--- config.mk ---
export PLATFORM = sky130hd
export DESIGN_NAME = ab_split_fifo
export DESIGN_NICKNAME = d
export VERILOG_FILES = /design/src/rtl/ab_split_fifo.sv
export SDC_FILE = /design/constraint.sdc
export NUM_CORES = 1
export LEC_CHECK = 0
export CAP_MARGIN = 40
export CORE_UTILIZATION = 46
export CTS_CLUSTER_SIZE = 40
export DETAILED_ROUTE_END_ITERATION = 16
export PLACE_DENSITY = 0.65
export SYNTH_ARGS = -nofsm -noshare
export SYNTH_HDL_FRONTEND = slang
export SYNTH_SLANG_ARGS = --single-unit
--- constraint.sdc ---
create_clock -name clk -period 3.7 [get_ports clk]
set_input_delay 0.555 -clock clk [delete_from_list [all_inputs] [get_ports clk]]
set_output_delay 0.555 -clock clk [all_outputs]
set_load 0.01 [all_outputs]
--- src/rtl/ab_split_fifo.sv ---
// rtl/ab_split_fifo.sv - splits a paired {b, a} stream into two independently drained FIFOs
// Optional feature macro AB_SPLIT_READY_THROUGH_EN: a full FIFO accepts a push on the cycle its head is popped.
module ab_split_fifo #(
    parameter int W_FIFO = 8,
    parameter int D_FIFO = 8
) (
    input  logic                    clk,
    input  logic                    rst,
    input  logic [2*W_FIFO-1:0]     up_data,
    input  logic                    up_valid,
    output logic                    up_ready,
    output logic [W_FIFO-1:0]       down_data_a,
    output logic                    down_valid_a,
    input  logic                    down_ready_a,
    output logic [W_FIFO-1:0]       down_data_b,
    output logic                    down_valid_b,
    input  logic                    down_ready_b,
    output logic [$clog2(D_FIFO):0] count_a,
    output logic [$clog2(D_FIFO):0] count_b
);
    localparam int AW = $clog2(D_FIFO);
    localparam logic [AW:0] PTR_ONE = {{AW{1'b0}}, 1'b1};

    logic [W_FIFO-1:0] mem_a [D_FIFO];
    logic [W_FIFO-1:0] mem_b [D_FIFO];
    logic [AW:0]       wr_a, rd_a, wr_b, rd_b;
    logic              empty_a, empty_b, full_a, full_b;
    logic              push, pop_a, pop_b;

    // Pointers carry one extra wrap bit so full and empty are distinguishable.
    assign empty_a = (wr_a == rd_a);
    assign empty_b = (wr_b == rd_b);
    assign full_a  = (wr_a[AW-1:0] == rd_a[AW-1:0]) && (wr_a[AW] != rd_a[AW]);
    assign full_b  = (wr_b[AW-1:0] == rd_b[AW-1:0]) && (wr_b[AW] != rd_b[AW]);

`ifdef AB_SPLIT_READY_THROUGH_EN
    assign up_ready = !rst && (!full_a || down_ready_a) && (!full_b || down_ready_b);
`else
    assign up_ready = !rst && !full_a && !full_b;
`endif

    assign push         = up_valid && up_ready;
    assign down_valid_a = !empty_a;
    assign down_valid_b = !empty_b;
    assign pop_a        = down_valid_a && down_ready_a;
    assign pop_b        = down_valid_b && down_ready_b;
    assign down_data_a  = mem_a[rd_a[AW-1:0]];
    assign down_data_b  = mem_b[rd_b[AW-1:0]];
    assign count_a      = wr_a - rd_a;
    assign count_b      = wr_b - rd_b;

    always_ff @(posedge clk) begin
        if (rst) begin
            wr_a <= '0;
            rd_a <= '0;
            wr_b <= '0;
            rd_b <= '0;
        end else begin
            if (push) begin
                wr_a <= wr_a + PTR_ONE;
                wr_b <= wr_b + PTR_ONE;
            end
            if (pop_a) rd_a <= rd_a + PTR_ONE;
            if (pop_b) rd_b <= rd_b + PTR_ONE;
        end
    end

    // Storage is deliberately unreset; both halves are always written together.
    always_ff @(posedge clk) begin
        if (push) begin
            mem_a[wr_a[AW-1:0]] <= up_data[W_FIFO-1:0];
            mem_b[wr_b[AW-1:0]] <= up_data[2*W_FIFO-1:W_FIFO];
        end
    end
endmodule

==> results.py, run 1 <==
metrics = {
    "setup_path": {
        "cpPeakStageDelay_ns": 0.63,
        "r2r_slack_ns": 1.01,
        "crit_buf_inv": 2,
        "cpMaxStageDelayCell": "clkdlybuf4s50_1",
        "cp_top_family": "buffers and inverters",
        "worstSetupPathDepth": 5,
        "crit_path_max_fanout": 6,
        "path_class": "flop to output pin",
        "reg2reg_depth": 8,
        "cp.required_ns": 3.14,
        "worstPathArrival_ns": 2.51,
        "crit_chain": "inv_1 -> ha_1 -> and3_1 -> a221oi_4 -> clkdlybuf4s50_1",
        "r2r_end": "mem_a[6][7]",
        "cp-end-kind": "output pin",
        "critPathLaunchType": "flop",
        "r2r-start": "wr_a[0]",
    },
    "floorplan": {
        "start_util_pct": 47.7,
        "die-area_sq_um": 13600,
        "coreArea_sq_um": 12700,
        "die_w_microns": 117,
        "ioPinCount": 48,
        "fp-row-count": 41,
        "die_h_microns": 117,
    },
    "sta": {
        "fin_tns_setup_ns": 0,
        "tightestPinTransition_ns": 0.839,
        "finalSetupViolCount": 0,
        "slew_violations": 0,
        "period_share_pct": 82.7,
        "hold_violations": 0,
        "grt_setup_unrepaired": "false",
        "max_clock_freq_ghz": 0.327,
        "fin_skew_ns": 0.00803,
        "period_needed_ns": 3.06,
        "max_slew_margin_pct": 44.0,
    },
    "clocking": {
        "post_cts_resized": 0,
        "post_cts_buffers": 0,
        "cts.sinks": 150,
        "cts_buffers": 17,
        "cts_tree": "done",
        "postCtsHoldBufs": 0,
        "max-clock-path-buffers": 2,
        "cts.clk_slew.worst_paths_ns": 0.06,
        "htreeDepth": 4,
        "clkLatencyLatePin_ns": 0.41,
        "root_buffer": "clkbuf_16",
    },
    "cells_and_area": {
        "final_common_cell": "edfxtp_1",
        "antenna_cells": 0,
        "nets": 435,
        "drive_gt1_share_pct": 22.4,
        "post-route-util_pct": 57.8,
        "final_cell_mix": "128 x edfxtp_1, 47 x clkdlybuf4s50_1, 32 x mux4_2",
        "area_growth_pct": 21.2,
    },
    "yosys": {
        "yosysTopAreaCell": "edfxtp_1",
        "synth.distinct_cells": 29,
        "synth_area_leaders": "edfxtp_1 63%, mux4_2 12%, dfxtp_1 7.3%",
        "avgSynthCellArea_sq_um": 18.1,
        "synth_seq_area_share_pct": 70.6,
        "syn_inst": 335,
        "yosysTopAreaCellShare_pct": 63.4,
        "yosys_warnings": 0,
        "netlist_area_sq_um": 6060,
        "synth_fp_nets": 368,
        "ys_ff_latch": 150,
    },
    "place": {
        "gp_congestion": 0.813,
        "hpwl_mm": 6.83,
        "port_buffers": 47,
    },
    "global_route": {
        "gr-total-overflow": 0,
        "first_global_vias": 3197,
        "antenna_found_initial": 0,
        "grt_max_degree": 20,
        "grt_pass1_wl_mm": 16.8,
        "grt_usage_pct": 17.5,
    },
    "hold_path": {
        "min_to": "wr_a[3]",
        "hold_depth": 1,
        "worstHoldStart": "wr_a[3]",
        "min_path_type": "flop to flop",
    },
    "routing": {
        "drt-initial-drc-count": 157,
        "vias_per_cell": 5.30,
        "drt-total-wl_mm": 10.6,
        "firstDrtPassIters": 4,
        "drt.antenna.violating_nets": 0,
        "vias": 3109,
        "drc": 0,
        "routedWlPerCell_microns": 18.1,
    },
    "outcome": {
        "status": "finished, final reports clean",
    },
    "power_and_ir_drop": {
        "powerDensity_nw_per_um2": 587,
        "power_leakage_nw": 2.52,
        "ir_drop_mv": 0.303,
    },
    "flow_run": {
        "cap_violations": 0,
    },
}
==> cells by family after synthesis <==
kind of cell             Yosys count  synth area share (%)
AO/OA/AOI/OAI                     19                  2.56
XOR/XNOR                          12                  1.73
adder cells (fa/ha/maj)           12                  2.72
buffers and inverters             32                  2.19
flip-flops                       150                  70.6
multiplexers                      53                  15.7
AND/OR/NAND/NOR                   57                  4.48
==> worst max path at each step <==
stage	start	to
after floorplan	wr_a[0]	mem_a[4][0]
after global placement	rst	mem_b[6][4]
after detailed placement	rst	mem_a[6][5]
after CTS	wr_a[0]	up_ready
after global routing	wr_a[0]	up_ready
final	wr_a[0]	up_ready
==> where the power goes <==
part,total [mW],switching (mW),internal (mW)
Combinational,0.777,0.330,0.447
Sequential,1.93,0.0489,1.88
Clock,1.61,0.623,0.984
==> synthesized netlist by cell type <==
library cell	number
buf_2	4
dfxtp_1	22
nand2_1	9
buf_6	1
edfxtp_1	128
a41o_1	1
a21oi_1	2
nand3_2	2
o21ai_0	4
xor2_1	8
fa_1	2
nor3_1	6
inv_1	17
a211o_1	4
nand2b_1	6
mux2i_1	5
clkbuf_1	5
o211ai_1	4
nand3_1	10
mux4_2	32
mux2_2	16
ha_1	10
and3_1	4
xnor2_1	4
a21o_1	2
a311oi_1	1
nor2_1	20
a221oi_4	1
buf_1	5
==> routing by layer <==
metal  global-route usage, %  part of all wire [%]  up-vias  routed length [microns]
met4                    8.27                   1.8        0                      195
met3                    4.74                   4.0       12                      424
li1                        -                     -     1448                        -
met2                    26.0                    46       63                     4920
met1                    24.3                    48     1586                     5100
met5                       0                     0        -                        0
==> registers in the layout (all words and copies together) (netlist names), named ones only <==
signal and flops:
rd_a 4, mem_b 64, rd_b 4, wr_b 4
mem_a 64, wr_a 4
==> metrics by stage <==
step	instances	hold WS, ns	area [sq um]	total power [mW]	setup slack, ns
finish	587	0.490	7350	4.32	0.638
global route	587	0.529	7350	4.49	0.489
CTS	587	0.500	7350	4.36	0.628
detailed placement	555	0.485	6800	2.75	0.961
global placement	555	0.481	6800	2.75	1.04
floorplan	335	0.449	6060	2.44	1.03
==> layout make-up <==
class / instances / area, sq um
inverter: 17 / 63.8
clock buffer: 22 / 444
fill: 999 / 5370
clock inverter: 10 / 106
sequential: 150 / 4280
timing repair buffer: 63 / 591
tap: 172 / 215
multi-input combinational: 153 / 1650
(Power assumes the default switching activity.)
==> inputs of run 2 (changes only) <==
Settings changed: PLACE_DENSITY 0.65 to 0.68.
Clock period 3.7 ns to 2.5 ns, I/O delays scaled along.
==> run 2 against run 1 <==
Worst hold slack worse by 0.0038 ns. Die area did not move. Routed wire length rose by 3.5%. Register-to-register slack got worse by 0.83 ns. Global-route usage up 0.28 points. Critical path depth shrank 1. Sequential power is 48% higher. Via count rose by 0.32%. Worst setup slack got worse by 0.56 ns. Largest power group unchanged.
==> results.py, run 2 (synthesized netlist as in run 1, its figures left out) <==
metrics = {
    "cells_and_area": {
        "final_common_cell": "edfxtp_1",
        "area_growth_pct": 24.7,
        "nets": 448,
        "final_cell_mix": "128 x edfxtp_1, 32 x mux4_2, 25 x buf_4",
        "drive_gt1_share_pct": 27.3,
        "antenna_cells": 0,
    },
    "setup_path": {
        "worstPathArrival_ns": 2.05,
        "cp-end-kind": "output pin",
        "critPathLaunchType": "flop",
        "crit_path_max_fanout": 8,
        "path_class": "flop to output pin",
        "cp.required_ns": 2.12,
    },
    "routing": {
        "firstDrtPassIters": 4,
        "drt-initial-drc-count": 225,
        "drt-total-wl_mm": 11.0,
        "drt.antenna.violating_nets": 0,
        "routedWlPerCell_microns": 18.4,
        "vias_per_cell": 5.20,
        "vias": 3119,
        "drc": 0,
    },
    "power_and_ir_drop": {
        "ir_drop_mv": 0.452,
        "finalPower_mw": 6.53,
        "powerDensity_nw_per_um2": 863,
        "power_leakage_nw": 2.71,
    },
    "global_route": {
        "grt_use_met2_pct": 27.7,
        "gr-total-overflow": 0,
        "busiest_layer": "met2",
        "grt_usage_pct": 17.8,
        "grt_pass1_wl_mm": 17.2,
        "grt_max_degree": 19,
        "antenna_found_initial": 0,
        "gr-usage-met1_pct": 25.2,
        "first_global_vias": 3214,
        "use_met3_pct": 4.84,
    },
    "place": {
        "hpwl_mm": 6.83,
        "gp_congestion": 0.803,
        "port_buffers": 47,
    },
    "floorplan": {
        "ioPinCount": 48,
        "die_w_microns": 117,
        "fp-row-count": 41,
        "die-area_sq_um": 13600,
        "start_util_pct": 47.7,
        "coreArea_sq_um": 12700,
        "die_h_microns": 117,
    },
    "sta": {
        "hold_violations": 0,
        "fin_skew_ns": 0.00614,
        "finalSetupViolCount": 0,
        "slew_violations": 0,
        "grt_setup_unrepaired": "false",
        "hold_ws_ns": 0.486,
        "tightestPinTransition_ns": 0.565,
        "period_needed_ns": 2.42,
        "max_clock_freq_ghz": 0.413,
        "max_slew_margin_pct": 62.2,
        "period_share_pct": 96.8,
    },
    "clocking": {
        "cts.clk_slew.worst_paths_ns": 0.06,
        "htreeDepth": 4,
        "cts.sinks": 150,
        "root_buffer": "clkbuf_16",
        "max-clock-path-buffers": 2,
        "clkLatencyLatePin_ns": 0.40,
        "cts_tree": "done",
        "cts_buffers": 17,
    },
    "hold_path": {
        "min_path_type": "flop to flop",
    },
    "outcome": {
        "status": "finished, final reports clean",
    },
    "flow_run": {
        "cap_violations": 0,
    },
}
==> run 2: critical path: stages, from the launching register on <==
cell	delay, ns
dfxtp_4	0.39
buf_12	0.15
mux4_2	0.50
mux2_2	0.30
dlygate4sd2_1	0.29
==> run 2: what timing repair did <==
| action | in CTS | in global routing |
|---|---|---|
| gates cloned | 2 | 0 |
| gates resized for setup | 30 | 1 |
| setup endpoints to repair | 22 | 1 |
| pin swaps | 0 | 0 |
| hold buffers | 0 | 0 |
| setup buffers | 0 | 0 |
==> run 2: area by class of cell <==
class                           instances  area (sq um)
Clock buffer                           23           543
Clock inverter                          9          58.8
Fill cell                             984          5160
Inverter                               17          63.8
Multi-Input combinational cell        153          1660
Sequential cell                       150          4290
Tap cell                              172           215
Timing Repair Buffer                   76           728
==> run 2: routing by layer <==
| layer | vias to the layer above | part of all wire (%) |
|---|---|---|
| met5 | - | 0 |
| met4 | 0 | 0.64 |
| met3 | 4 | 5.1 |
| met2 | 92 | 48 |
| met1 | 1553 | 47 |
| li1 | 1470 | - |
==> run 2: through the flow <==
stage / cell area (sq um) / setup TNS [ns] / setup slack (ns) / utilization (%) / instances
floorplan: 6070 / -5.12 / -0.167 / - / 335
global placement: 6920 / 0 / 0.229 / 54.4 / 566
detailed placement: 6920 / 0 / 0.151 / 54.4 / 566
CTS: 7560 / 0 / 0.0490 / 59.4 / 600
global route: 7560 / 0 / 0.000473 / 59.4 / 600
finish: 7560 / 0 / 0.0793 / 59.4 / 600
==> run 2: where the power goes <==
part	internal [mW]	leakage (nW)	switching [mW]
combinational	0.682	1.07	0.530
clock	1.53	0.304	0.928
sequential	2.80	1.34	0.0598
total	5.01	2.71	1.52
==> run 2: final timing paths <==
path	start	to	slack [ns]	cells past startpoint
worst max-delay path	flop	down_data_a[2]	0.08	4
worst min-delay path	wr_b[0]	wr_b[0]	0.49	1
worst max register to register	wr_a[0]	mem_a[4][6]	0.18	8
worst min register to register	wr_b[0]	wr_b[0]	0.49	1
==> inputs of run 3 (changes only) <==
Settings changed: CAP_MARGIN 40 to 20.
==> results of run 3 <==
Same layout as run 2: the final DEF is identical, and so are final timing and power.
